==> config.mk <==
export PLATFORM = sky130hd
export DESIGN_NAME = dmem_arbiter
export DESIGN_NICKNAME = d
export VERILOG_FILES = /design/src/rtl/dmem_arbiter.sv
export SDC_FILE = /design/constraint.sdc
export NUM_CORES = 1
export LEC_CHECK = 0
export ABC_AREA = 1
export BUFFER_PORTS_ARGS = -buffer_cell sky130_fd_sc_hd__buf_4
export CAP_MARGIN = 20
export CORE_AREA = 2 2 121 123
export DETAILED_ROUTE_END_ITERATION = 7
export DIE_AREA = 0 0 123 125
export PLACE_DENSITY_LB_ADDON = 0.12
export SLEW_MARGIN = 20
export SYNTH_ARGS = -nofsm -noshare
export SYNTH_HDL_FRONTEND = slang
export SYNTH_SLANG_ARGS = --single-unit
==> constraint.sdc <==
create_clock -name iCLK -period 1.6 [get_ports iCLK]
set_input_delay 0.32 -clock iCLK [delete_from_list [all_inputs] [get_ports iCLK]]
set_output_delay 0.32 -clock iCLK [all_outputs]
set_load 0.005 [all_outputs]
==> src/rtl/dmem_arbiter.sv <==
// Purpose: shares one single-ported data memory between the CPU MEM stage and the DMA engine.
// Latency: grant/stall same cycle; memory strobes N+1; read data/valid N+2.
// Backpressure: CPU stalls on loss or pending read; DMA sees no grant; DMA wins after STARVE_LIMIT lost conflicts.
module dmem_arbiter #(
    parameter int STARVE_LIMIT = 4
) (
    input  logic        iCLK,
    input  logic        iRST,
    input  logic        iCpuReq,
    input  logic        iCpuWrite,
    input  logic [31:0] iCpuAddress,
    input  logic [3:0]  iCpuByteEnable,
    input  logic [31:0] iCpuWriteData,
    output logic        oCpuStall,
    output logic [31:0] oCpuReadData,
    output logic        oCpuReadValid,
    input  logic        iDmaReq,
    input  logic        iDmaWrite,
    input  logic [31:0] iDmaAddress,
    input  logic [3:0]  iDmaByteEnable,
    input  logic [31:0] iDmaWriteData,
    output logic        oDmaGrant,
    output logic [31:0] oDmaReadData,
    output logic        oDmaReadValid,
    output logic [31:0] oMemAddress,
    output logic [3:0]  oMemByteEnable,
    output logic [31:0] oMemWriteData,
    output logic        oMemRead,
    output logic        oMemWrite,
    input  logic [31:0] iMemData
);

    typedef enum logic [1:0] {
        IDLE     = 2'd0,
        BUSY_CPU = 2'd1,
        BUSY_DMA = 2'd2
    } state_t;

    localparam logic [3:0] LIMIT = 4'(STARVE_LIMIT);

    state_t      state;
    state_t      state_nxt;
    logic        pend_cpu;
    logic        pend_dma;
    logic        tag_rd;     // stage 1: a read strobe is on the memory bus
    logic        tag_vld;    // stage 2: read data is on iMemData
    logic        tag_own;    // stage 2 owner: 1 = DMA
    logic [3:0]  starve_cnt;

    logic        cpu_rvalid;
    logic        dma_rvalid;
    logic        cpu_busy;
    logic        dma_busy;
    logic        cpu_elig;
    logic        dma_elig;
    logic        starved;
    logic        cpu_win;
    logic        dma_win;
    logic        accept;
    logic        sel_write;
    logic [31:0] sel_addr;
    logic [3:0]  sel_be;
    logic [31:0] sel_wdata;

    // Return path, eligibility and arbitration; a returning read frees its port in the same cycle
    always_comb begin
        cpu_rvalid = tag_vld && !tag_own && !iRST;
        dma_rvalid = tag_vld &&  tag_own && !iRST;
        cpu_busy   = pend_cpu && !cpu_rvalid;
        dma_busy   = pend_dma && !dma_rvalid;
        cpu_elig   = iCpuReq && !cpu_busy;
        dma_elig   = iDmaReq && !dma_busy;
        starved    = (starve_cnt == LIMIT);
        dma_win    = !iRST && dma_elig && (!cpu_elig || starved);
        cpu_win    = !iRST && cpu_elig && !(dma_elig && starved);
        accept     = cpu_win || dma_win;
        sel_write  = dma_win ? iDmaWrite      : iCpuWrite;
        sel_addr   = dma_win ? iDmaAddress    : iCpuAddress;
        sel_be     = dma_win ? iDmaByteEnable : iCpuByteEnable;
        sel_wdata  = dma_win ? iDmaWriteData  : iCpuWriteData;
    end

    // Port-side outputs; reset forces a stall on any CPU request and hides returns
    always_comb begin
        oDmaGrant     = dma_win;
        oCpuStall     = iRST ? iCpuReq : ((iCpuReq && !cpu_win) || cpu_busy);
        oCpuReadValid = cpu_rvalid;
        oDmaReadValid = dma_rvalid;
        oCpuReadData  = cpu_rvalid ? iMemData : 32'd0;
        oDmaReadData  = dma_rvalid ? iMemData : 32'd0;
    end

    // Owner FSM: next state records who owns the memory cycle launched by this accept
    always_comb begin
        state_nxt = IDLE;
        if (dma_win) begin
            state_nxt = BUSY_DMA;
        end else if (cpu_win) begin
            state_nxt = BUSY_CPU;
        end
    end

    // Owner FSM state register
    always_ff @(posedge iCLK) begin
        if (iRST) begin
            state <= IDLE;
        end else begin
            state <= state_nxt;
        end
    end

    // Memory-side request register; address/data hold when nothing is accepted
    always_ff @(posedge iCLK) begin
        if (iRST) begin
            oMemRead       <= 1'b0;
            oMemWrite      <= 1'b0;
            oMemAddress    <= 32'd0;
            oMemByteEnable <= 4'd0;
            oMemWriteData  <= 32'd0;
        end else begin
            oMemRead  <= accept && !sel_write;
            oMemWrite <= accept &&  sel_write;
            if (accept) begin
                oMemAddress    <= sel_addr;
                oMemByteEnable <= sel_be;
                oMemWriteData  <= sel_wdata;
            end
        end
    end

    // Return tag shift: stage 2 owner comes from the FSM state of the in-flight cycle
    always_ff @(posedge iCLK) begin
        if (iRST) begin
            tag_rd  <= 1'b0;
            tag_vld <= 1'b0;
            tag_own <= 1'b0;
        end else begin
            tag_rd  <= accept && !sel_write;
            tag_vld <= tag_rd;
            tag_own <= (state == BUSY_DMA);
        end
    end

    // Pending-read flags; a new accepted read takes precedence over the clearing pulse
    always_ff @(posedge iCLK) begin
        if (iRST) begin
            pend_cpu <= 1'b0;
            pend_dma <= 1'b0;
        end else begin
            pend_cpu <= (cpu_win && !iCpuWrite) || (pend_cpu && !cpu_rvalid);
            pend_dma <= (dma_win && !iDmaWrite) || (pend_dma && !dma_rvalid);
        end
    end

    // Starvation counter: counts conflicts the DMA lost, saturating at the limit
    always_ff @(posedge iCLK) begin
        if (iRST || dma_win || !iDmaReq) begin
            starve_cnt <= 4'd0;
        end else if (cpu_win && dma_elig && !starved) begin
            starve_cnt <= starve_cnt + 4'd1;
        end
    end

endmodule

==> results of run 1 <==
-- power by group --
group	internal, W	switching, W	total [W]	leakage (nW)
logic	0.00108	0.00104	0.00213	4.05
clock network	0.00119	0.000844	0.00204	0.141
registers	0.00218	0.0000930	0.00227	0.663
total	0.00446	0.00198	0.00643	4.86
-- registers in the layout, indices dropped and copies added, names as in the netlist --
signal and flops:
tag_vld 1, pend_dma 1, pend_cpu 1, oMemByteEnable 4, tag_rd 1, oMemAddress 32
oMemWriteData 32, tag_own 1, state 2, oMemWrite 1, starve_cnt 4
-- Yosys cell counts (all sizes together) --
cell type,instances,area share [%]
a21boi,1,0.16
a21oi,4,0.42
buf,33,3.9
clkbuf,24,1.9
dfxtp,80,34
ha,2,0.52
inv,112,8.8
nand2,217,17
nand3,145,15
nand4,1,0.13
nor2,214,17
o21a,1,0.16
o21ai,4,0.42
o22ai,1,0.13
xor2,2,0.37
-- routing by layer --
metal / routed length (µm) / vias to the layer above / GRT usage [%]
li1: - / 3199 / -
met1: 7966 / 2826 / 25.70
met2: 10850 / 246 / 42.28
met3: 1628 / 45 / 4.653
met4: 859 / 0 / 7.687
met5: 0 / - / 0
-- logic make-up (layout without fill, tap and decap cells) --
family,after synthesis,in the layout,share of synthesized area [%]
XOR/XNOR,2,2,0.3670
flip-flops,80,80,33.55
adder cells (fa/ha/maj),2,2,0.5242
AO/OA/AOI/OAI,11,11,1.285
buffers and inverters,169,502,14.57
AND/OR/NAND/NOR,577,577,49.70
-- critical path: cells and delay by family (launching register included) --
kind | cells | cell delay [ns]
buf+inv | 3 | 0.47
flops | 1 | 0.38
simple gates | 2 | 0.30
-- layout make-up --
class | count | share of cell area [%]
Clock buffer | 9 | 2.421
Clock inverter | 6 | 0.6591
Inverter | 112 | 4.547
Multi-Input combinational cell | 592 | 34.80
Sequential cell | 80 | 17.33
Tap cell | 184 | 2.475
Timing Repair Buffer | 375 | 37.77
-- path summary, 6_finish.rpt --
kind,from,endpoint,slack [ns],cells past startpoint
worst max-delay path,tag_own$_SDFF_PP0_,oDmaReadData[25],-0.21,5
worst min-delay path,iCpuWrite,pend_cpu$_SDFF_PP0_,0.20,2
worst max register to register,starve_cnt[1]$_SDFFE_PP0P_,oMemAddress[15]$_SDFFE_PP0P_,-0.08,11
worst min register to register,state[0]$_SDFF_PP0_,tag_own$_SDFF_PP0_,0.37,1
-- repair_timing --
item,CTS,global route
endpoints found under the setup margin,135,143
buffers inserted,8,4
cloned,4,12
hold buffers,0,0
gates resized for setup,33,263
pin swaps,9,60
-- through the flow --
stage / power (W) / cell area [µm²] / setup WS, ns / setup TNS, ns
4_1_cts: 0.006184 / 8065 / -0.1710 / -5.138
6_report: 0.006433 / 9301 / -0.2118 / -9.273
2_1_floorplan: 0.003106 / 4775 / 0.03290 / 0
5_1_grt: 0.006784 / 9301 / -0.2853 / -20.94
3_5_place_dp: 0.004024 / 7506 / -0.1729 / -8.512
3_3_place_gp: 0.004010 / 7506 / -0.1580 / -8.985
==> load_flow_metrics.sql, run 1 <==
INSERT INTO impl_metrics (metric_group, metric, value, unit) VALUES
('status', 'outcome', 'finished, violations left', ''),
('status', 'failed_checks', 'negative setup slack', ''),
('floorplanning', 'die_x', '123', 'µm'),
('cts', 'clock_insertion_delay_at_the_later_pin_of_the_skew_report', '0.34', 'ns'),
('final_layout', 'mostFrequentLayoutCells', 'sky130_fd_sc_hd__buf_4 (285), sky130_fd_sc_hd__nand2_1 (213), sky130_fd_sc_hd__nand3_1 (140)', ''),
('final_layout', 'diodes', '0', ''),
('run', 'drv_cap', '0', ''),
('sta', 'timing.final.setup_violations', '132', ''),
('sta', 'timing.slew.headroom', '69.84', '%'),
('floorplanning', 'start_util', '33.61', '%'),
('critical_path', 'timing.critical_path.slowest_stage_cell', 'sky130_fd_sc_hd__dfxtp_4', ''),
('global_routing', 'grt_overflow', '0', ''),
('cts', 'tritoncts.num_buffers', '9', ''),
('critical_path', 'crit_path_start_kind', 'flip-flop', ''),
('critical_path', 'timing_worst_setup_path_type', 'reg -> out', ''),
('final_layout', 'utilization', '65.49', '%'),
('final_layout', 'finish.cell_count_without_fillers', '1358', ''),
('place', 'buffer_ports.inserted', '311', ''),
('cts', 'h-tree-depth', '3', ''),
('logic_synthesis', 'syn-num-nets', '1017', ''),
('final_layout', 'syn_to_final_growth', '94.86', '%'),
('global_routing', 'grt_max_degree', '52', ''),
('final_layout', 'area.sequential', '1612', 'µm²'),
('place', 'post-place-cells', '1316', ''),
('floorplanning', 'die-area', '15380', 'µm²'),
('sta', 'timing.final.hold_violations', '0', ''),
('global_routing', 'grt_first_pass_wirelength', '27.80', 'mm'),
('final_layout', 'final_nets', '1346', ''),
('routing', 'ant_nets', '0', ''),
('critical_path', 'critical_path.cell_chain', 'buf_6 > nand3_4 > clkbuf_16 > nor2_4 > buf_6', ''),
('logic_synthesis', 'synth.ff_latch_count', '80', ''),
('logic_synthesis', 'netlist_area', '4773', 'µm²'),
('power', 'leakage', '4.859', 'nW'),
('final_layout', 'fillerInstances', '1230', ''),
('cts', 'clk_root_buffer_cell', 'sky130_fd_sc_hd__clkbuf_16', ''),
('routing', 'post_drt_wl_per_cell', '15.69', 'µm'),
('sta', 'rsz0062_at_grt', 'true', ''),
('global_routing', 'antenna_found_initial', '0', ''),
('hold_path', 'hold_class', 'in -> reg', ''),
('sta', 'skew', '0.006600', 'ns'),
('global_routing', 'grtUsageTotal', '22.89', '%'),
('sta', 'maxSlewViolCount', '0', ''),
('critical_path', 'timing.critical_path.slowest_cell_delay', '0.38', 'ns'),
('place', 'gp_routability_congestion', '0.8186', ''),
('power', 'power.density_cell_area', '691.6', 'nW/µm²'),
('power', 'vdd.ir_drop.worst', '0.4798', 'mV'),
('critical_path', 'crit_arrival', '1.49', 'ns'),
('routing', 'detailedRoute.firstIterationViolations', '314', ''),
('critical_path', 'crit_path_frequent_cell', 'sky130_fd_sc_hd__buf_6', ''),
('final_layout', 'commonest_non_fill_non_tap_cell_in_the_layout', 'sky130_fd_sc_hd__buf_4', ''),
('floorplanning', 'io_pins', '312', ''),
('floorplanning', 'die_height', '125', 'µm'),
('logic_synthesis', 'synth.lib_cells_used.distinct', '23', ''),
('final_layout', 'multi_input_area', '3237', 'µm²'),
('sta', 'fin_crit', '1.812', 'ns'),
('cts', 'tritoncts_clock_tree', 'done', ''),
('final_layout', 'layout-drive-gt1-share', '44.46', '%'),
('sta', 'period_share', '113.2', '%'),
('sta', 'worst_slack', '-0.2118', 'ns'),
('routing', 'vias_per_cell', '4.651', ''),
('critical_path', 'highest_fanout_seen_on_the_critical_path', '8', ''),
('logic_synthesis', 'seq_area_frac_synth', '33.55', '%'),
('sta', 'final.hold.worst_slack', '0.1980', 'ns'),
('floorplanning', 'core_ar', '14200', 'µm²'),
('global_routing', 'number_of_global_route_vias_before_repair', '5436', ''),
('routing', 'post-route-drc-count', '0', ''),
('cts', 'tritoncts_num_sinks', '80', ''),
('critical_path', 'worstSetupEndpointType', 'output port', ''),
('sta', 'worst-slew-pin-transition', '0.4525', 'ns'),
('cts', 'clkSlewWorstSetupHoldPaths', '0.06', 'ns'),
('routing', 'detailedRoute.firstPassIterationCount', '4', ''),
('logic_synthesis', 'ys_warn_count', '0', ''),
('routing', 'vias', '6316', ''),
('sta', 'fmax', '0.5519', 'GHz'),
('place', 'detailed_place_hpwl', '12.82', 'mm'),
('logic_synthesis', 'synth_area_per_cell', '5.676', 'µm²'),
('logic_synthesis', 'postSynthCellCount', '841', ''),
('critical_path', 'worstPathRequired', '1.28', 'ns'),
('cts', 'cts-root-to-sink-buffers', '2', ''),
('floorplanning', 'rows', '44', ''),
('routing', 'wirelength_routed', '21.31', 'mm');
No activity file was read; power rests on OpenSTA's default activity.
==> inputs of run 2 (changes only) <==
Settings changed: TNS_END_PERCENT from default to 1.
==> load_flow_metrics.sql, run 2 (synthesis results as in run 1) <==
INSERT INTO impl_metrics (metric_group, metric, value, unit) VALUES
('status', 'outcome', 'finished, violations left', ''),
('status', 'failed_checks', 'negative setup slack', ''),
('routing', 'post-route-drc-count', '0', ''),
('cts', 'clk_root_buffer_cell', 'sky130_fd_sc_hd__clkbuf_16', ''),
('routing', 'ant_nets', '0', ''),
('floorplanning', 'core_ar', '14200', 'µm²'),
('sta', 'setup_tns', '-1.143', 'ns'),
('hold_path', 'worstHoldPathCells', '2', ''),
('floorplanning', 'start_util', '33.61', '%'),
('critical_path', 'crit_path_frequent_cell', 'sky130_fd_sc_hd__nand3_2', ''),
('global_routing', 'number_of_global_route_vias_before_repair', '5364', ''),
('power', 'clock_power_share', '33.5', '%'),
('critical_path', 'cell_count_of_the_worst_reg_to_reg_path', '9', ''),
('sta', 'period_share', '110.8', '%'),
('sta', 'fmax', '0.5642', 'GHz'),
('power', 'comb_power_share', '28.7', '%'),
('final_layout', 'commonest_non_fill_non_tap_cell_in_the_layout', 'sky130_fd_sc_hd__buf_4', ''),
('sta', 'worst_slack', '-0.1725', 'ns'),
('critical_path', 'crit_path_start_kind', 'flip-flop', ''),
('power', 'leakage', '4.517', 'nW'),
('critical_path', 'highest_fanout_seen_on_the_critical_path', '3', ''),
('sta', 'worst-slew-pin-transition', '0.4556', 'ns'),
('place', 'post-place-cells', '1316', ''),
('global_routing', 'grtUsageTotal', '22.11', '%'),
('final_layout', 'utilization', '55.84', '%'),
('sta', 'maxSlewViolCount', '0', ''),
('cts', 'clock_insertion_delay_at_the_later_pin_of_the_skew_report', '0.33', 'ns'),
('run', 'drv_cap', '0', ''),
('place', 'buffer_ports.inserted', '311', ''),
('hold_path', 'hold_class', 'in -> reg', ''),
('cts', 'tritoncts_clock_tree', 'done', ''),
('final_layout', 'final_nets', '1325', ''),
('cts', 'tritoncts.num_buffers', '9', ''),
('cts', 'cts-root-to-sink-buffers', '2', ''),
('hold_path', 'timing.hold.worst_endpoint', 'pend_cpu$_SDFF_PP0_', ''),
('cts', 'tritoncts_num_sinks', '80', ''),
('global_routing', 'antenna_found_initial', '0', ''),
('power', 'netSwitchingFraction', '28.75', '%'),
('routing', 'detailedRoute.firstPassIterationCount', '4', ''),
('hold_path', 'hold_start', 'iCpuWrite', ''),
('critical_path', 'crit_arrival', '1.45', 'ns'),
('sta', 'skew', '0.006128', 'ns'),
('floorplanning', 'die_height', '125', 'µm'),
('power', 'power.density_cell_area', '756.8', 'nW/µm²'),
('floorplanning', 'die_x', '123', 'µm'),
('floorplanning', 'io_pins', '312', ''),
('routing', 'vias', '5947', ''),
('global_routing', 'grt_max_degree', '55', ''),
('final_layout', 'finish.cell_count_without_fillers', '1337', ''),
('final_layout', 'layout-drive-gt1-share', '34.35', '%'),
('critical_path', 'timing.critical_path.max_delay_family', 'simple AND/OR/NAND/NOR gates', ''),
('final_layout', 'syn_to_final_growth', '66.16', '%'),
('cts', 'cts_hold_buffers', '0', ''),
('final_layout', 'diodes', '0', ''),
('critical_path', 'r2r_end', 'oMemAddress[28]$_SDFFE_PP0P_', ''),
('critical_path', 'timing.critical_path.slowest_stage_cell', 'sky130_fd_sc_hd__dfxtp_2', ''),
('place', 'gp_routability_congestion', '0.8186', ''),
('final_layout', 'fillerInstances', '1452', ''),
('routing', 'post_drt_wl_per_cell', '13.10', 'µm'),
('critical_path', 'timing_worst_setup_path_type', 'reg -> out', ''),
('power', 'internal_power', '0.004277', 'W'),
('floorplanning', 'die-area', '15380', 'µm²'),
('critical_path', 'timing.critical_path.buf_inv', '4', ''),
('sta', 'timing.final.hold_violations', '0', ''),
('cts', 'h-tree-depth', '3', ''),
('sta', 'fin_crit', '1.772', 'ns'),
('routing', 'vias_per_cell', '4.448', ''),
('power', 'psw', '0.001726', 'W'),
('final_layout', 'mostFrequentLayoutCells', 'sky130_fd_sc_hd__buf_4 (336), sky130_fd_sc_hd__nand2_1 (215), sky130_fd_sc_hd__nor2_1 (204)', ''),
('routing', 'wirelength_routed', '17.51', 'mm'),
('critical_path', 'worst_r2r_startpoint', 'tag_vld$_SDFF_PP0_', ''),
('cts', 'clkSlewWorstSetupHoldPaths', '0.06', 'ns'),
('critical_path', 'critical_path.cell_chain', 'inv_1 > nand3_2 > nand2_2 > nand3_2 > nand2_4 > inv_4 > buf_12 > buf_4', ''),
('sta', 'timing.slew.headroom', '69.63', '%'),
('power', 'share_seq_of_total_power', '37.8', '%'),
('sta', 'timing.final.setup_violations', '42', ''),
('place', 'detailed_place_hpwl', '12.82', 'mm'),
('sta', 'rsz0062_at_grt', 'true', ''),
('power', 'vdd.ir_drop.worst', '0.4328', 'mV'),
('global_routing', 'grt_first_pass_wirelength', '27.05', 'mm'),
('critical_path', 'r2r_setup_slack', '-0.05', 'ns'),
('critical_path', 'worstSetupEndpointType', 'output port', ''),
('final_layout', 'top_regs', 'oMemAddress: 32 flops, oMemWriteData: 32 flops', ''),
('critical_path', 'worstPathRequired', '1.28', 'ns'),
('power', 'design_power_total', '0.006003', 'W'),
('global_routing', 'grt_overflow', '0', ''),
('floorplanning', 'rows', '44', ''),
('critical_path', 'timing.critical_path.slowest_cell_delay', '0.33', 'ns'),
('routing', 'detailedRoute.firstIterationViolations', '353', '');
run 2: cell types whose count changed in the layout (fill, tap and decap cells not counted), moves of 3 or more:
cell / before / now
sky130_fd_sc_hd__buf_6: 56 / 4
sky130_fd_sc_hd__nor2_2: 23 / 8
sky130_fd_sc_hd__clkbuf_16: 18 / 9
sky130_fd_sc_hd__buf_4: 285 / 336
sky130_fd_sc_hd__buf_16: 5 / 1
sky130_fd_sc_hd__nor2_4: 86 / 2
sky130_fd_sc_hd__buf_8: 4 / 1
sky130_fd_sc_hd__buf_12: 16 / 12
sky130_fd_sc_hd__nor2_1: 105 / 204
run 2: worst register-to-register path, delay by kind of cell (launching register included):
family	cells	cell delay, ns
flip-flops	1	0.33
buffers and inverters	1	0.19
AND/OR/NAND/NOR	8	1.03
run 2: worst max path at each step:
stage                                    start                      endpoint  slack [ns]  cells past startpoint
floorplan           starve_cnt[0]$_SDFFE_PP0P_  oMemAddress[29]$_SDFFE_PP0P_        0.03                     10
global placement                          iRST  oMemAddress[13]$_SDFFE_PP0P_       -0.16                      9
global route                tag_own$_SDFF_PP0_                     oDmaGrant       -0.24                      8
finish                      tag_own$_SDFF_PP0_                     oDmaGrant       -0.17                      8
detailed placement                        iRST  oMemAddress[16]$_SDFFE_PP0P_       -0.17                     11
CTS                 starve_cnt[0]$_SDFFE_PP0P_                     oCpuStall       -0.17                      7
run 2: per-stage QoR:
step | instance area [µm²] | hold slack (ns) | setup WS [ns]
finish | 7931 | 0.1997 | -0.1725
global route | 7931 | 0.1933 | -0.2450
CTS | 7891 | 0.1826 | -0.1721
global placement | 7506 | 0.3769 | -0.1580
floorplan | 4775 | 0.3669 | 0.03290
detailed placement | 7506 | 0.3761 | -0.1729
run 2: what timing repair did:
action,in CTS,in global routing
gates cloned,0,0
setup buffers,5,1
endpoints found under the setup margin,135,143
endpoints found under the hold margin,0,0
resized for setup,21,13
pin swaps,9,2
run 2: cell type report:
cell class | count | area, µm² | area share [%]
clock buffers | 9 | 225.2 | 2.840
clock inverters | 6 | 61.31 | 0.7730
inverters | 112 | 422.9 | 5.332
multi-input cells | 592 | 2535 | 31.96
flip-flops and latches | 80 | 1607 | 20.26
well taps | 184 | 230.2 | 2.903
repair buffers | 354 | 2850 | 35.94
run 2: power by group through the flow:
stage               logic [W]  clock network [W]  registers (W)
floorplan            0.000783                  0        0.00232
global placement      0.00171                  0        0.00230
detailed placement    0.00171                  0        0.00231
CTS                   0.00174            0.00208        0.00227
global route          0.00193            0.00216        0.00229
finish                0.00172            0.00201        0.00227
run 2: layer usage:
layer | GRT usage (%) | up-vias | routed length (µm)
met1 | 24.57 | 2592 | 6776
li1 | - | 3144 | -
met4 | 7.620 | 0 | 413
met3 | 4.471 | 21 | 1267
met2 | 41.08 | 190 | 9056
met5 | 0 | - | 0
==> inputs of run 3 (changes only) <==
Settings changed: BUFFER_PORTS_ARGS -buffer_cell sky130_fd_sc_hd__buf_4 to default, CORE_AREA 2 2 121 123 to 2 2 122 124, DIE_AREA 0 0 123 125 to 0 0 124 126, DONT_BUFFER_PORTS from default to 1, RECOVER_POWER from default to 100.
==> load_flow_metrics.sql, run 3 (synthesis results as in run 1) <==
INSERT INTO impl_metrics (metric_group, metric, value, unit) VALUES
('critical_path', 'highest_fanout_seen_on_the_critical_path', '4', ''),
('routing', 'post-route-drc-count', '0', ''),
('critical_path', 'r2r_end', 'oMemWriteData[17]$_SDFFE_PP0P_', ''),
('critical_path', 'worst_setup_path_endpoint', 'oDmaGrant', ''),
('routing', 'detailedRoute.firstIterationViolations', '203', ''),
('final_layout', 'top_regs', 'oMemAddress: 32 flops, oMemWriteData: 32 flops', ''),
('global_routing', 'antenna_found_initial', '1', ''),
('critical_path', 'crit_arrival', '1.38', 'ns'),
('final_layout', 'commonest_non_fill_non_tap_cell_in_the_layout', 'sky130_fd_sc_hd__nand2_1', ''),
('place', 'buffer_ports.inserted', '0', ''),
('critical_path', 'worstSetupEndpointType', 'output port', ''),
('critical_path', 'worst_r2r_startpoint', 'tag_own$_SDFF_PP0_', ''),
('cts', 'tritoncts_num_sinks', '80', ''),
('cts', 'cts-root-to-sink-buffers', '2', ''),
('power', 'power.density_cell_area', '986.9', 'nW/µm²'),
('critical_path', 'worstPathRequired', '1.28', 'ns'),
('place', 'post-place-cells', '1011', ''),
('global_routing', 'grtUsageTotal', '19.20', '%'),
('routing', 'post_drt_wl_per_cell', '16.34', 'µm'),
('final_layout', 'layout-drive-gt1-share', '13.65', '%'),
('hold_path', 'worstHoldPathCells', '1', ''),
('critical_path', 'timing_worst_setup_path_type', 'reg -> out', ''),
('sta', 'rsz0062_at_grt', 'true', ''),
('critical_path', 'cell_count_of_the_worst_reg_to_reg_path', '11', ''),
('sta', 'maxSlewViolCount', '0', ''),
('global_routing', 'grt_first_pass_wirelength', '22.92', 'mm'),
('cts', 'h-tree-depth', '3', ''),
('sta', 'setup_tns', '-0.8603', 'ns'),
('status', 'outcome', 'finished, violations left', ''),
('sta', 'worst_slack', '-0.1047', 'ns'),
('sta', 'period_share', '106.5', '%'),
('status', 'failed_checks', 'negative setup slack', ''),
('global_routing', 'number_of_global_route_vias_before_repair', '4499', ''),
('run', 'drv_cap', '0', ''),
('floorplanning', 'core_ar', '14310', 'µm²'),
('sta', 'fin_crit', '1.705', 'ns'),
('floorplanning', 'rows', '44', ''),
('final_layout', 'utilization', '41.82', '%'),
('cts', 'tritoncts_clock_tree', 'done', ''),
('critical_path', 'critPathLaunch', 'tag_own$_SDFF_PP0_', ''),
('cts', 'tritoncts.num_buffers', '9', ''),
('sta', 'timing.slew.headroom', '71.03', '%'),
('sta', 'fmax', '0.5866', 'GHz'),
('global_routing', 'grt_max_degree', '65', ''),
('power', 'vdd.ir_drop.worst', '0.4220', 'mV'),
('cts', 'clock_insertion_delay_at_the_later_pin_of_the_skew_report', '0.35', 'ns'),
('power', 'leakage', '3.192', 'nW'),
('floorplanning', 'die_height', '126', 'µm'),
('floorplanning', 'io_pins', '312', ''),
('floorplanning', 'die-area', '15620', 'µm²'),
('critical_path', 'r2r_setup_slack', '-0.04', 'ns'),
('routing', 'wirelength_routed', '17.02', 'mm'),
('place', 'detailed_place_hpwl', '10.91', 'mm'),
('cts', 'clkSlewWorstSetupHoldPaths', '0.06', 'ns'),
('final_layout', 'mostFrequentLayoutCells', 'sky130_fd_sc_hd__nand2_1 (213), sky130_fd_sc_hd__nor2_1 (206), sky130_fd_sc_hd__nand3_1 (124)', ''),
('final_layout', 'syn_to_final_growth', '25.40', '%'),
('final_layout', 'finish.cell_count_without_fillers', '1042', ''),
('routing', 'detailedRoute.firstPassIterationCount', '4', ''),
('hold_path', 'hold_class', 'in -> reg', ''),
('cts', 'clk_root_buffer_cell', 'sky130_fd_sc_hd__clkbuf_16', ''),
('routing', 'vias', '5031', ''),
('floorplanning', 'start_util', '33.35', '%'),
('critical_path', 'crit_path_start_kind', 'flip-flop', ''),
('routing', 'ant_nets', '0', ''),
('floorplanning', 'die_x', '124', 'µm'),
('global_routing', 'grt_overflow', '0', ''),
('routing', 'vias_per_cell', '4.828', ''),
('place', 'gp_routability_congestion', '0.7460', ''),
('sta', 'final.hold.worst_slack', '0.03311', 'ns'),
('sta', 'skew', '0.006936', 'ns'),
('sta', 'timing.final.hold_violations', '0', ''),
('sta', 'worst-slew-pin-transition', '0.4346', 'ns'),
('final_layout', 'final_nets', '1028', ''),
('sta', 'timing.final.setup_violations', '49', '');
run 3: changes by cell type in the layout (fill, tap and decap cells not counted), sizes merged:
cell,previous run,this run
buf,354,49
diode,0,1
clkbuf,9,17
nand3,145,146
clkinv,4,0
bufinv,1,3
inv,112,114
run 3: worst min path at each step:
stage | startpoint | end | slack [ns]
finish | iRST | tag_vld$_SDFF_PP0_ | 0.03
floorplan | state[0]$_SDFF_PP0_ | tag_own$_SDFF_PP0_ | 0.37
global route | iRST | tag_vld$_SDFF_PP0_ | 0.02
global placement | state[0]$_SDFF_PP0_ | tag_own$_SDFF_PP0_ | 0.39
CTS | iRST | tag_vld$_SDFF_PP0_ | 0.02
detailed placement | iRST | tag_vld$_SDFF_PP0_ | 0.40
run 3: stage by stage:
stage / power, W / cell area, µm² / setup WS, ns
finish: 0.005908 / 5986 / -0.1047
global route: 0.006261 / 5986 / -0.1820
CTS: 0.005861 / 5593 / -0.09450
detailed placement: 0.003396 / 5166 / -0.03363
global placement: 0.003372 / 5166 / -0.03407
floorplan: 0.003106 / 4775 / 0.03290
run 3: power by group:
part,internal [W],switching [W]
clock,0.00154,0.000874
combinational,0.000467,0.000688
sequential,0.00218,0.000162
total,0.00418,0.00172
run 3: worst max-delay path, cell delays in order, from the launching register on:
cell and delay, ns:
sky130_fd_sc_hd__dfxtp_2 0.33, sky130_fd_sc_hd__inv_1 0.06, sky130_fd_sc_hd__nand3_2 0.13, sky130_fd_sc_hd__nand2_4 0.12, sky130_fd_sc_hd__nand3_2 0.12, sky130_fd_sc_hd__nand2_4 0.11, sky130_fd_sc_hd__inv_4 0.04, sky130_fd_sc_hd__buf_6 0.12
run 3: timing repair:
item,in CTS,in global routing
cloned,0,11
hold buffers,0,0
pin swaps,7,22
endpoints found under the setup margin,48,117
resized for setup,23,37
buffers inserted,4,1
run 3: per-layer routing:
| metal | wire length [µm] | track usage (%) | share of wire, % |
|---|---|---|---|
| met5 | 0 | 0 | 0 |
| met2 | 8670 | 34.87 | 51 |
| met4 | 669 | 11.30 | 3.9 |
| met3 | 1255 | 4.710 | 7.4 |
| met1 | 6429 | 19.56 | 38 |
run 3: final cells by class:
class | instances | area, µm²
multi-input cells | 593 | 2665
fillers | 1534 | 8328
diodes | 1 | 2.502
flip-flops and latches | 80 | 1607
inverters | 112 | 425.4
repair buffers | 56 | 711.9
clock inverters | 6 | 115.1
clock buffers | 10 | 229.0
well taps | 184 | 230.2
